===== src/rtl/imem_pkg.sv =====
// Shared types and helpers for the loadable instruction memory.
package imem_pkg;

  // Controller state: INIT sweeps the fill word through every location, RUN serves traffic.
  typedef enum logic {
    INIT = 1'b0,
    RUN  = 1'b1
  } imem_state_e;

  // Right-shift that turns a fetch byte address into a word index.
  function automatic int word_shift(input int data_w);
    return $clog2(data_w / 8);
  endfunction

endpackage


===== src/rtl/imem_ram.sv =====
// Single-port-write, synchronous-read storage array. A read and a write to the
// same location in one cycle return the old contents (read-before-write).
module imem_ram #(
  parameter int WIDTH = 16,
  parameter int DEPTH = 32,
  parameter int AW    = 5
) (
  input  logic             clk,
  input  logic             we,
  input  logic [AW-1:0]    waddr,
  input  logic [WIDTH-1:0] wdata,
  input  logic             re,
  input  logic [AW-1:0]    raddr,
  output logic [WIDTH-1:0] rdata
);

  // NOTE: the array has no reset; the controller's INIT sweep gives it defined contents.
  logic [WIDTH-1:0] mem [DEPTH];

  // Write port and registered read port share the edge.
  always_ff @(posedge clk) begin
    // NOTE: non-blocking assignments make the read see the pre-write value in a same-word collision.
    if (we) mem[waddr] <= wdata;
    if (re) rdata <= mem[raddr];
  end

endmodule


===== src/rtl/imem_loadable.sv =====
// Loadable instruction memory: after reset an INIT sweep fills every word with
// NOP_WORD, then RUN serves fetches (two-edge registered response) and program loads.
// Optional feature: define IMEM_PARITY_EN to store an even-parity bit per word
// and expose a parity_err output alongside each fetch response.
module imem_loadable
  import imem_pkg::*;
#(
  parameter int                DATA_W   = 16,
  parameter int                DEPTH    = 32,
  parameter int                ADDR_W   = 16,
  parameter logic [DATA_W-1:0] NOP_WORD = '0,
  localparam int               LA_W     = (DEPTH > 1) ? $clog2(DEPTH) : 1
) (
  input  logic              clk,
  input  logic              reset,
  input  logic              fetch_req,
  input  logic [ADDR_W-1:0] fetch_addr,
  output logic              fetch_valid,
  output logic [DATA_W-1:0] fetch_data,
  output logic              fetch_fault,
  input  logic              load_we,
  input  logic [LA_W-1:0]   load_addr,
  input  logic [DATA_W-1:0] load_data,
  output logic              load_ack,
  output logic              ready
`ifdef IMEM_PARITY_EN
  ,
  output logic              parity_err
`endif
);

`ifdef IMEM_PARITY_EN
  localparam int STORE_W = DATA_W + 1;
`else
  localparam int STORE_W = DATA_W;
`endif

  localparam int                SHIFT      = word_shift(DATA_W);
  localparam logic [ADDR_W-1:0] ALIGN_MASK = ADDR_W'((1 << SHIFT) - 1);
  localparam logic [ADDR_W:0]   DEPTH_A    = (ADDR_W + 1)'(DEPTH);
  localparam logic [LA_W:0]     DEPTH_L    = (LA_W + 1)'(DEPTH);

  // Stored word image: data plus, when enabled, an even-parity bit on top.
  function automatic logic [STORE_W-1:0] store_word(input logic [DATA_W-1:0] d);
`ifdef IMEM_PARITY_EN
    return {^d, d};
`else
    return d;
`endif
  endfunction

  imem_state_e        state, state_d;
  logic [LA_W:0]      sweep_cnt, sweep_d;
  logic               ram_we;
  logic [LA_W-1:0]    ram_waddr;
  logic [STORE_W-1:0] ram_wdata;
  logic               ram_re;
  logic [STORE_W-1:0] ram_rdata;
  logic [ADDR_W-1:0]  word_idx;
  logic               fetch_bad;
  logic               load_ok;
  logic               fetch_go;
  logic               load_go;
  logic               rd_pend;
  logic               fault_pend;

  assign ready     = (state == RUN);
  assign word_idx  = fetch_addr >> SHIFT;
  assign fetch_bad = ((fetch_addr & ALIGN_MASK) != '0) || ({1'b0, word_idx} >= DEPTH_A);
  assign load_ok   = ({1'b0, load_addr} < DEPTH_L);
  assign fetch_go  = ready && fetch_req;
  assign load_go   = ready && load_we && load_ok;
  assign ram_re    = fetch_go && !fetch_bad;

  // Next-state logic and write-port steering between the sweep and program loads.
  always_comb begin
    // NOTE: every output of this block gets a default first, so no path can infer a latch.
    state_d   = state;
    sweep_d   = sweep_cnt;
    ram_we    = 1'b0;
    ram_waddr = load_addr;
    ram_wdata = store_word(load_data);
    case (state)
      INIT: begin
        if (sweep_cnt < DEPTH_L) begin
          ram_we    = reset;
          ram_waddr = sweep_cnt[LA_W-1:0];
          ram_wdata = store_word(NOP_WORD);
          sweep_d   = sweep_cnt + 1'b1;
        end else begin
          state_d = RUN;
        end
      end
      RUN:     ram_we  = load_go && reset;
      default: state_d = INIT;
    endcase
  end

  imem_ram #(
    .WIDTH (STORE_W),
    .DEPTH (DEPTH),
    .AW    (LA_W)
  ) u_ram (
    .clk   (clk),
    .we    (ram_we),
    .waddr (ram_waddr),
    .wdata (ram_wdata),
    .re    (ram_re),
    .raddr (word_idx[LA_W-1:0]),
    .rdata (ram_rdata)
  );

  // State register, request pipeline and response registers with synchronous reset.
  always_ff @(posedge clk) begin
    if (!reset) begin
      state       <= INIT;
      sweep_cnt   <= '0;
      rd_pend     <= 1'b0;
      fault_pend  <= 1'b0;
      fetch_valid <= 1'b0;
      fetch_fault <= 1'b0;
      fetch_data  <= NOP_WORD;
      load_ack    <= 1'b0;
`ifdef IMEM_PARITY_EN
      parity_err  <= 1'b0;
`endif
    end else begin
      state       <= state_d;
      sweep_cnt   <= sweep_d;
      rd_pend     <= fetch_go;
      fault_pend  <= fetch_go && fetch_bad;
      fetch_valid <= rd_pend;
      fetch_fault <= rd_pend && fault_pend;
      if (rd_pend) fetch_data <= fault_pend ? NOP_WORD : ram_rdata[DATA_W-1:0];
      load_ack    <= load_go;
`ifdef IMEM_PARITY_EN
      parity_err  <= rd_pend && !fault_pend && (^ram_rdata);
`endif
    end
  end

endmodule


===== config.mk =====
export PLATFORM = sky130hd
export DESIGN_NAME = imem_loadable
export DESIGN_NICKNAME = d
export VERILOG_FILES = /design/src/rtl/imem_pkg.sv /design/src/rtl/imem_ram.sv /design/src/rtl/imem_loadable.sv
export SDC_FILE = /design/constraint.sdc
export NUM_CORES = 1
export LEC_CHECK = 0
export ABC_AREA = 1
export CAP_MARGIN = 25
export CORE_MARGIN = 1
export CORE_UTILIZATION = 55
export CTS_BUF_LIST = sky130_fd_sc_hd__clkbuf_4 sky130_fd_sc_hd__clkbuf_8 sky130_fd_sc_hd__clkbuf_16
export DETAILED_ROUTE_END_ITERATION = 16
export PLACE_DENSITY = 0.75
export SLEW_MARGIN = 15
export SYNTH_ARGS = -nofsm -noshare
export SYNTH_HDL_FRONTEND = slang
export SYNTH_SLANG_ARGS = --single-unit

===== constraint.sdc =====
create_clock -name clk -period 2.4 [get_ports clk]
set_input_delay 0.36 -clock clk [delete_from_list [all_inputs] [get_ports clk]]
set_output_delay 0.36 -clock clk [all_outputs]
set_load 0.02 [all_outputs]

After elaboration in Yosys (flattened, before gate mapping)

Memories as Yosys holds them, arrays and structs flattened. A register that Yosys moved wholly into a read port is not among the register bits.
Index checks and enable logic that the tools add are counted.

Multiply operators: 0
$add $sub $neg: 1
Eq/ne operators: 0
Div/mod/pow operators: 0
Bitwise gates (word level): 1
$lt $le $gt $ge: 2
Shift operators: 0
Mux-type cells: 11
Reductions and logical operators: 9

Operators with widths:

| cell                  | number |
|---|---|
| $mux W16              | 3 |
| $ge A15 B6 Y1 const B | 1 |
| $mux W5               | 2 |
| $add A6 B1 Y6 const B | 1 |
| $logic_and A1 B1 Y1   | 6 |
| $lt A6 B6 Y1 const B  | 1 |
| $mux W1               | 5 |
| $pmux W1 S2           | 1 |
| $reduce_and A2 Y1     | 1 |
| $logic_not A1 Y1      | 1 |
| $logic_or A1 B1 Y1    | 1 |
| $not A1 Y1            | 1 |

Memory bits (read-only): 0
Logic and storage cells: 33
Memory bits (writable): 512
Flip-flop bits (word level): 28
Memories kept: 1
Bits in latches: 0
Input bits: 41

Memory list:

| name      | words | width | read ports | clocked after memory_dff | write ports | RTL line       | RTL |
|---|---|---|---|---|---|---|---|
| u_ram.mem | 32    | 16    | 1          | 1                        | 1           | imem_ram.sv:18 | `logic [WIDTH-1:0] mem [DEPTH];` |

Longest topological paths before layout

Depth in word-level cells: 5
Mapped depth: 12

Modules after synthesis

A second synthesis with hierarchy kept.

Cell total of the unflattened synthesis: 1,981
Area total of the unflattened synthesis: 22,764.3 um^2

By module, submodules not included:

| module        | cells each | sequential area each (um^2) | area each (um^2) | times used |
|---|---|---|---|---|
| imem_ram      | 1,794      | 15,855.2                    | 21,461.8         | 1 |
| imem_loadable | 187        | 560.5                       | 1,302.5          | 1 |

Worst setup path after synthesis

OpenSTA, ideal clock, no wires.

Kind: flip-flop to flip-flop
Start point: register state, in the netlist ready
End point: memory u_ram.mem[0][0], enable pin
Library setup time: 388 ps
Slack: 106 ps
Cell stages (with the launch flop): 5
Data required time: 2,012 ps
Data arrival time: 1,906 ps
Cells stage by stage: dfxtp_1 > nand2_1 > o22ai_4 > nand3_4 > nor2_1

Longest elaborated chain between the ends: 5
Elaborated cells on any way between the ends: 7

Ends and longest elaborated chain:

| item                          | RTL line             | RTL |
|---|---|---|
| from (decl)                   | imem_loadable.sv:52  | `imem_state_e state, state_d;` |
| from (signal assigned)        | imem_loadable.sv:128 | `state <= state_d;` |
| $logic_and A1 B1 Y1           | imem_loadable.sv:72  | `assign load_go = ready && load_we && load_ok;` |
| $logic_and A1 B1 Y1           | imem_loadable.sv:94  | `RUN: ram_we = load_go && reset;` |
| $pmux W1 S2                   | imem_loadable.sv:83  | `case (state)` |
| $mux W1                       | imem_ram.sv:23       | `if (we) mem[waddr] <= wdata;` |
| $mux W1 (implied by the code) | imem_ram.sv:23       |  |
| to (decl)                     | imem_ram.sv:18       |  |

Parallel ways exist; a longest one is shown, timed or not.

Final worst setup path

Start point: register state, in the netlist ready
End point: memory u_ram.mem[21][9], enable pin

The elaborated chain is that of the path after synthesis.

==> flow_summary.json <==
{
  "outcome": "complete, no violations",
  "met3_length_mm": 6.30,
  "synth-seq-area-share": 0.725,
  "yosysWarnings": 0,
  "slew_headroom": 0.470,
  "regToRegEndpoint": "u_ram.mem[21][9]",
  "vias_per_cell": 5.90,
  "first_iter_violations": 2109,
  "syn_inst": 1968,
  "critical_path.max_fanout": 16,
  "gp_congestion": 0.920,
  "cts_resized": 0,
  "synthFlopType": "edfxtp_1",
  "max_stage_delay_ps": 480,
  "syn_to_final_growth_pct": 15.2,
  "hold_class": "primary input to register",
  "tightest_slew_ps": 796,
  "yosysTopAreaCell": "edfxtp_1",
  "synth_area_leaders": "edfxtp_1 70%, nand2_1 13%, nand3_1 8.9%",
  "grt_pass1_vias": 14700,
  "fp.dieH_um": 205,
  "worst_path_most_repeated_cell": "nor2_1",
  "final.min_clock_period_ps": 2230,
  "clock-sinks": 556,
  "critPathRequiredTime_ps": 2690,
  "ys_ff_latch": 556,
  "synthArstFlopShare": 0,
  "cts_made_buffers": 53,
  "wl_met1_mm": 23.0,
  "rsz0062_at_grt": "false",
  "clock_skew_ps": 17.2,
  "r2r_slack_ps": 170,
  "synth.net_count": 2010,
  "vias": 15500,
  "die_width_um": 205,
  "maxCapViolations": 0,
  "routed.top_layer": "met4",
  "fmax_mhz": 448,
  "syn_area_um2": 22600,
  "hold_end": "rd_pend",
  "hold_violations": 0,
  "hpwl_mm": 34.9,
  "dieArea_um2": 42000,
  "nets": 2098,
  "clkTransAtPathRegs_ps": 60,
  "ff2ff_path_depth": 7,
  "antenna_cells": 0,
  "synth.top_cell.area_share": 0.701,
  "power.leakage_nw": 9.82,
  "crit_family": "simple AND/OR/NAND/NOR gates",
  "hp-start": "fetch_req",
  "clock_tree.root_cell": "clkbuf_16",
  "final_cells": 2625,
  "detail_route.wl_per_cell_um": 22.3,
  "total_power_mw": 20.4,
  "globalRoute.totalOverflow": 0,
  "endpoint_kind": "register",
  "synth.avg_cell_area_um2": 11.5,
  "drtPass1Iterations": 6,
  "holdBufCountCts": 0,
  "grt_pass1_wl_mm": 87.4,
  "synthDistinctLibCells": 29,
  "core_um2": 40200,
  "dr_wl_met2_mm": 27.2,
  "crit_slowest_cell": "dfxtp_1",
  "portBuffers": 60,
  "synth-edff-count": 528,
  "arrival_ps": 2520,
  "grt_max_degree": 129,
  "maxSlewViolCount": 0,
  "hold_depth": 3,
  "cts_tree": "built",
  "htreeDepth": 2,
  "worstSetupPathType": "register to register",
  "rr_startpoint": "ready",
  "fp-row-count": 73,
  "cp-start-kind": "register",
  "start_util": 0.563,
  "antenna_found_initial": 0,
  "routed_wl_mm": 58.6,
  "clk_latency_ps": 600,
  "drc_errors": 0,
  "worst-path-buf-inv": 2,
  "ir_worst_vdd_v": 0.000535,
  "finalCritPeriodShare": 0.930,
  "ios": 61,
  "drtAntennaViolNets": 0,
  "setup_violations": 0,
  "worstPathCellList": "nor2_8 > o21ai_1 > inv_2 > nor2_1 > nand2_1 > nor2_1 > buf_4",
  "clock_path_buffers": 3,
  "drive_gt1_frac": 0.103,
  "cts_setup_buffers": 0,
  "p_per_area_nw_per_um2": 784,
  "grt_use_total": 0.285,
  "placed_cells": 2526
}
-- kinds of logic after synthesis --
kind of cell	share of synthesized area
DFF	0.725
buffers and inverters	0.0360
adders and majority gates	0.000553
and+or+nand+nor	0.231
AOI/OAI and AO/OA	0.00746
-- routing by layer --
layer,vias up,global-route usage
met2,964,0.439
met4,0,0.122
li1,6985,-
met3,135,0.0565
met1,7407,0.396
met5,-,0
-- report_power, final --
| group | total (mW) | switching [mW] | internal, mW |
|---|---|---|---|
| Combinational | 1.13 | 0.777 | 0.357 |
| Clock | 8.76 | 3.48 | 5.27 |
| Sequential | 10.5 | 0.0172 | 10.5 |
| Total | 20.4 | 4.28 | 16.2 |
-- sequential cells by signal, indices dropped and copies added (netlist names) --
register and count:
u_ram.mem 512, fault_pend 1, sweep_cnt 6, ready 1
load_ack 1, u_ram.rdata 16, rd_pend 1, fetch_fault 1
fetch_valid 1, fetch_data 16
-- Yosys cell counts, types with 2 or more instances --
cell and count:
buf_6 4, nand3_4 4, nor3_1 2, inv_4 2, buf_4 48, inv_1 29, o21ai_1 2, a21oi_1 21
nor4_1 2, dfxtp_1 28, nor2_1 60, clkbuf_1 22, nand3_1 402, buf_2 27, buf_1 15, o21ai_0 2
nand2_1 757, inv_2 3, edfxtp_1 528
-- stage by stage --
step,TNS (ps),hold WS [ps],utilization,area [um2],worst slack [ps]
after floorplan,0,455,-,22600,106
after global placement,0,456,0.602,24200,16.2
after detailed placement,-7630,461,0.602,24200,-55.9
after CTS,0,346,0.649,26100,187
after global routing,0,387,0.649,26100,21.8
final,0,359,0.649,26100,168
-- tightest hold or removal path: stages --
cell and delay [ps]:
clkdlybuf4s50_1 400, nand2_1 90, nor2_1 50
-- worst max-delay path by stage --
stage	startpoint	end	slack, ps	cells past startpoint
detailed placement	reset	u_ram.mem[25][11]	-60	6
CTS	ready	u_ram.mem[21][13]	190	7
finish	ready	u_ram.mem[21][9]	170	7
global route	ready	u_ram.mem[21][0]	20	7
floorplan	ready	u_ram.mem[0][0]	110	4
global placement	reset	u_ram.mem[25][13]	20	6
-- placed cells by master, fill, tap and decap left out, types with 3 or more instances in the layout --
master and count:
clkinv_1 6, nand2_1 757, nand3_1 402, inv_2 3, clkbuf_4 11, inv_1 28
a21oi_1 21, clkbuf_8 3, clkdlybuf4s50_1 57, buf_4 67, bufinv_16 8, clkbuf_16 55
edfxtp_1 528, nor2_1 44, dfxtp_1 28, nor2_2 16, buf_12 23, clkinv_2 12
nand3_4 4, inv_6 3
-- cell type report --
type,instances,area (um2)
multi-input cells,1261,5440
well taps,525,657
fillers,2907,14100
repair buffers,149,1550
inverters,35,141
clock inverters,30,360
clock buffers,69,1500
flip-flops and latches,556,16400
No activity file was read; power rests on OpenSTA's default activity.
